<file path="config.mk">
export PLATFORM = sky130hd
export DESIGN_NAME = instr_fetch
export DESIGN_NICKNAME = d
export VERILOG_FILES = /design/src/rtl/mips_pkg.sv /design/src/rtl/fetch_fifo.sv /design/src/rtl/instr_fetch.sv
export SDC_FILE = /design/constraint.sdc
export NUM_CORES = 1
export LEC_CHECK = 0
export CAP_MARGIN = 20
export CORE_AREA = 5 5 86 167
export CTS_BUF_LIST = sky130_fd_sc_hd__clkbuf_8
export DETAILED_ROUTE_END_ITERATION = 7
export DIE_AREA = 0 0 91 172
export SYNTH_ARGS = -nofsm -noshare
export SYNTH_HDL_FRONTEND = slang
export SYNTH_SLANG_ARGS = --single-unit
</file>
<file path="constraint.sdc">
create_clock -name clk -period 9.88 [get_ports clk]
set_input_delay 1.976 -clock clk [delete_from_list [all_inputs] [get_ports clk]]
set_output_delay 1.976 -clock clk [all_outputs]
set_load 0.05 [all_outputs]
</file>
<file path="src/rtl/mips_pkg.sv">
// Shared fetch-side definitions: default widths and fetch FSM encoding.
// Imported by instr_fetch.
package mips_pkg;

  localparam int INS_WIDTH_DEF = 32;
  localparam int PC_WIDTH_DEF  = 10;

  typedef enum logic {
    RUN    = 1'b0,
    HALTED = 1'b1
  } fetch_state_e;

endpackage

</file>
<file path="src/rtl/fetch_fifo.sv">
// Fetch buffer: synchronous FIFO with push/pop/flush and occupancy count.
// Ports: clk, rst, push, pop, flush, din -> dout (head), count.
module fetch_fifo #(
  parameter int W     = 42,
  parameter int DEPTH = 2
) (
  input  logic                     clk,
  input  logic                     rst,
  input  logic                     push,
  input  logic                     pop,
  input  logic                     flush,
  input  logic [W-1:0]             din,
  output logic [W-1:0]             dout,
  output logic [$clog2(DEPTH):0]   count
);

  localparam int AW = $clog2(DEPTH);

  logic [W-1:0]  mem_q [DEPTH];
  logic [AW-1:0] wr_q, wr_d;
  logic [AW-1:0] rd_q, rd_d;
  logic [AW:0]   cnt_q, cnt_d;
  logic          do_push, do_pop;

  always_comb begin
    do_pop  = pop && (cnt_q != '0);
    // a pop on a full buffer frees the slot for a same-cycle push
    do_push = push && ((cnt_q != (AW+1)'(DEPTH)) || do_pop);
    wr_d    = wr_q;
    rd_d    = rd_q;
    cnt_d   = cnt_q;
    if (flush) begin
      wr_d  = '0;
      rd_d  = '0;
      cnt_d = '0;
    end else begin
      if (do_push) wr_d = wr_q + 1'b1;
      if (do_pop)  rd_d = rd_q + 1'b1;
      cnt_d = cnt_q + (AW+1)'(do_push)
                    - (AW+1)'(do_pop);
    end
  end

  always_ff @(posedge clk or posedge rst) begin
    if (rst) begin
      wr_q  <= '0;
      rd_q  <= '0;
      cnt_q <= '0;
    end else begin
      wr_q  <= wr_d;
      rd_q  <= rd_d;
      cnt_q <= cnt_d;
    end
  end

  always_ff @(posedge clk) begin
    if (do_push && !flush) mem_q[wr_q] <= din;
  end

  assign dout  = mem_q[rd_q];
  assign count = cnt_q;

endmodule

</file>
<file path="src/rtl/instr_fetch.sv">
// Instruction fetch: PC, sync-ROM read issue, fetch buffer, redirect/halt.
// Ports: clk, rst, imem_en/addr/dout, IR/ir_pc/ir_valid/ir_ready,
// redirect/redirect_pc, halt.
module instr_fetch
  import mips_pkg::*;
#(
  parameter int INS_WIDTH  = INS_WIDTH_DEF,
  parameter int PC_WIDTH   = PC_WIDTH_DEF,
  parameter int FIFO_DEPTH = 2
) (
  input  logic                 clk,
  input  logic                 rst,
  output logic                 imem_en,
  output logic [PC_WIDTH-1:0]  imem_addr,
  input  logic [INS_WIDTH-1:0] imem_dout,
  output logic [INS_WIDTH-1:0] IR,
  output logic                 ir_valid,
  input  logic                 ir_ready,
  output logic [PC_WIDTH-1:0]  ir_pc,
  input  logic                 redirect,
  input  logic [PC_WIDTH-1:0]  redirect_pc,
  input  logic                 halt
);

  localparam int CW = $clog2(FIFO_DEPTH) + 1;

  fetch_state_e        state_q, state_d;
  logic [PC_WIDTH-1:0] pc_q, pc_d;
  logic                infl_q, infl_d;
  logic [PC_WIDTH-1:0] infl_addr_q, infl_addr_d;

  logic [CW-1:0]       count;
  logic [CW:0]         occ;
  logic                pop, push;
  logic [INS_WIDTH-1:0] head_ins;
  logic [PC_WIDTH-1:0]  head_pc;

  assign ir_valid = (count != '0);
  assign pop      = ir_valid && ir_ready;
  // a redirect discards the returning read
  assign push     = infl_q && !redirect;

  always_comb begin
    state_d = state_q;
    unique case (state_q)
      RUN:    if (halt)  state_d = HALTED;
      HALTED: if (!halt) state_d = RUN;
      default: state_d = RUN;
    endcase
  end

  always_comb begin
    // slots already owed: buffered + returning, minus this pop
    occ = {1'b0, count}
        + (CW+1)'(infl_q)
        - (CW+1)'(pop);
    imem_en = !rst && (state_q == RUN) && !halt
           && !redirect && (occ < (CW+1)'(FIFO_DEPTH));
    pc_d        = pc_q;
    infl_d      = imem_en;
    infl_addr_d = infl_addr_q;
    if (redirect) begin
      pc_d = redirect_pc;
    end else if (imem_en) begin
      pc_d        = pc_q + 1'b1;
      infl_addr_d = pc_q;
    end
  end

  always_ff @(posedge clk or posedge rst) begin
    if (rst) begin
      state_q     <= RUN;
      pc_q        <= '0;
      infl_q      <= 1'b0;
      infl_addr_q <= '0;
    end else begin
      state_q     <= state_d;
      pc_q        <= pc_d;
      infl_q      <= infl_d;
      infl_addr_q <= infl_addr_d;
    end
  end

  fetch_fifo #(
    .W     (INS_WIDTH + PC_WIDTH),
    .DEPTH (FIFO_DEPTH)
  ) u_fifo (
    .clk   (clk),
    .rst   (rst),
    .push  (push),
    .pop   (pop),
    .flush (redirect),
    .din   ({imem_dout, infl_addr_q}),
    .dout  ({head_ins, head_pc}),
    .count (count)
  );

  assign imem_addr = pc_q;
  // empty-buffer head is stale storage; show zeros instead
  assign IR        = ir_valid ? head_ins : '0;
  assign ir_pc     = ir_valid ? head_pc  : '0;

endmodule

</file>
==> results.md <==
- Synthesized flop and latch total: 110
- Final Power: 1.60 mW
- Required @ worst endpoint: 7.90 ns
- Hold WC Path Type: reg -> reg
- Clk root buf: clkbuf_8
- Hold Crit Depth: 0
- Worst-skew pair later-pin latency: 0.37 ns
- Clock Sinks: 110
- Io pins: 101
- Switching Share: 43.0%
- Crit-path cells: clkdlybuf4s50_1, and2_1, ha_1, inv_1, nand2_1, fa_1, nor4b_4, nand2_2, nor2_2, clkdlybuf4s50_1
- Initial antenna violation count: 0
- Cell Pwr Density: 275 mW/mm^2
- CP Launch Type: primary input
- Clock Power Share: 16.1%
- Clock transition at the registers of the reported paths: 0.11 ns
- Global placer's final weighted congestion: 0.819
- Final wirelength: 9040 um
- RSZ-0062 raised after global routing: false
- CP peak stage delay: 0.92 ns
- Arr. time, crit path: 5.53 ns
- Bufs and invs on worst path: 3
- GRT Overall Usage: 11.8%
- Area Growth Syn to Fin: 31.8%
- Hold_sp: infl_addr_q[8]
- Reg-to-Reg End: infl_addr_q[0]
- Final HPWL DP: 6300 um
- Drt drc: 0
- Most common cell after layout, fill and taps aside: clkdlybuf4s50_1
- CP dominant cell by count: clkdlybuf4s50_1
- LEAKAGE: 1.98 nW
- Period minus WS final: 7.51 ns
- Netlist cell types: 34
- Final setup fails: 0
- Cts-stage hold buffer count: 0
- Clk_skew: 0.0108 ns
- Fin. max-slew vios: 0
- Flop2flop setup slack: 6.47 ns
- CP Max Fanout: 12
- Vias per inst: 4.70
- Core ar.: 0.0129 mm^2
- Fin nets: 445
- # rows: 59
- Synth Cell Area: 0.00441 mm^2
- Setup Fix Bufs, Post-CTS: 0
- Least-Margin Pin Slew: 1.06 ns
- DR vias: 2,583
- Number of flops mapped to enable cells by yosys: 84
- Most used DFF post-synth: edfxtp_1
- Vias in the first global route: 2,737
- Commonest non-fill, non-tap cells in the layout: clkdlybuf4s50_1, edfxtp_1, nor2_1
- CTS tree: done
- Total inserted antenna cells: 0
- Global-route wire length before repair: 14,100 um
- Relative slew slack: 29.7%
- Syn Area/Cell: 15.2 um^2
- Slowest-stage cell, CP: clkdlybuf4s50_1
- Die ar.: 0.0157 mm^2
- Buffers on Ports: 100
- Share of cells above drive strength 1: 7.29%
- Initial core utilization: 34.2%
- Syn_nets: 342
- Register share of total power: 36.4%
- Yosys warnings: 0
- Crit share post-route: 76.0%
- CTS Buf Count: 9
- Largest net degree at the start of global routing: 44
- CTS H-tree depth: 3
- Hold EP: u_fifo.mem_q[0][8]
- CP Class: in -> out
- Pre-antenna DRT Iters: 4
- Gr ovfl total: 0
- Switching power: 0.688 mW
- Routed Antenna Nets: 0
- Max Cap Viol: 0
- Final Hold Viols: 0
- Top delay family on crit path: buffers and inverters
- Status: finished, final reports clean
- Cells after synthesis: 290
- Combinational power share: 47.5%
- Setup tns final: 0 ns
- WL per Instance: 16.4 um
- CP Capture Type: primary output
- CTS max path bufs: 2
- Worst r2r src: u_fifo.count[1]
- Fmax achieved: 0.133 GHz
- Worst reg-to-reg path cell count: 11
- Die H: 172 um
- Int Power: 0.914 mW
- FILL cells: 1,162
- Async set-reset flop share out of synthesis: 23.6%
- Resized cells post-CTS: 0
- DRT iter0 DRCs: 119
- Peak VDD IR: 0.264 mV
- Overall die width: 91 um
- Post-synthesis sequential area ratio: 71.9%
## how the worst max path moves through the flow
stage / from / endpoint / slack (ns) / cells after the start
3_5_place_dp: ir_ready / imem_en / 2.33 / 10
6_report: ir_ready / imem_en / 2.37 / 10
3_3_place_gp: ir_ready / imem_en / 2.42 / 10
2_1_floorplan: ir_ready / imem_en / 4.02 / 9
5_1_grt: ir_ready / imem_en / 2.12 / 10
4_1_cts: ir_ready / imem_en / 2.33 / 10
## area by class of cell
class	count	area, um^2	share of cell area, %
flip-flops and latches	110	3170	54.5
multi-input cells	162	1180	20.3
repair buffers	104	1060	18.3
well taps	152	190	3.27
clock buffers	9	124	2.13
clock inverters	7	63.8	1.10
inverters	6	22.5	0.387
## logic make-up after synthesis
kind of cell	Yosys count	synth area share [%]
AO/OA/AOI/OAI	14	1.87
XOR/XNOR	10	2.15
adder cells (fa/ha/maj)	5	1.59
buffers and inverters	18	1.73
flip-flops	110	71.9
multiplexers	53	12.3
AND/OR/NAND/NOR	80	8.48
## synthesized netlist by cell type, types with 4 or more instances
master	n	share of area, %
nand4_1	5	0.71
nand2_1	10	0.85
buf_2	4	0.45
mux2_1	10	2.6
edfxtp_1	84	57
and2_1	4	0.57
mux2i_1	43	9.8
dfrtp_1	26	15
nor2_1	47	4.0
xor2_1	6	1.2
clkbuf_1	7	0.60
nand3_1	4	0.45
o21ai_1	8	0.91
ha_1	4	1.1
## per-stage QoR
step	std cells	area [um^2]	util [%]	worst slack, ns	hold slack, ns
after floorplan	290	4410	-	4.02	0.435
after global placement	532	5580	43.2	2.42	0.444
after detailed placement	532	5580	43.2	2.33	0.457
after CTS	548	5770	44.7	2.33	0.479
after global routing	550	5820	45.0	2.12	0.493
final	550	5820	45.0	2.37	0.471
## routing by layer
| layer | track usage (%) | vias up | wire [um] |
|---|---|---|---|
| li1 | - | 1252 | - |
| met1 | 11.1 | 1256 | 3100 |
| met2 | 23.1 | 59 | 5300 |
| met3 | 2.70 | 16 | 385 |
| met4 | 6.00 | 0 | 261 |
| met5 | 0 | - | 0 |
## flip-flops by register name, summed over array words and instances, names as in the netlist
name          cells
u_fifo.rd_q       1
infl_addr_q      10
state_q           1
u_fifo.mem_q     84
u_fifo.count      2
infl_q            1
imem_addr        10
u_fifo.wr_q       1
## power by group through the flow
stage	clock, mW	combinational [mW]	sequential [mW]
after global placement	0	0.754	0.591
after global routing	0.286	0.804	0.590
after detailed placement	0	0.760	0.594
final	0.257	0.761	0.583
after CTS	0.268	0.762	0.584
after floorplan	0	0.503	0.598
## worst reg2reg max path, cell delays in order, from the launching register on
cell and delay, ns:
dfrtp_1 0.49, nor2_4 0.18, inv_2 0.05, and2_1 0.19, ha_1 0.28, inv_1 0.08
nand2_1 0.08, fa_1 0.51, nor4b_4 0.37, nand2_2 0.17, nor2_2 0.51, mux2_1 0.38
No activity file was read; power rests on OpenSTA's default activity.
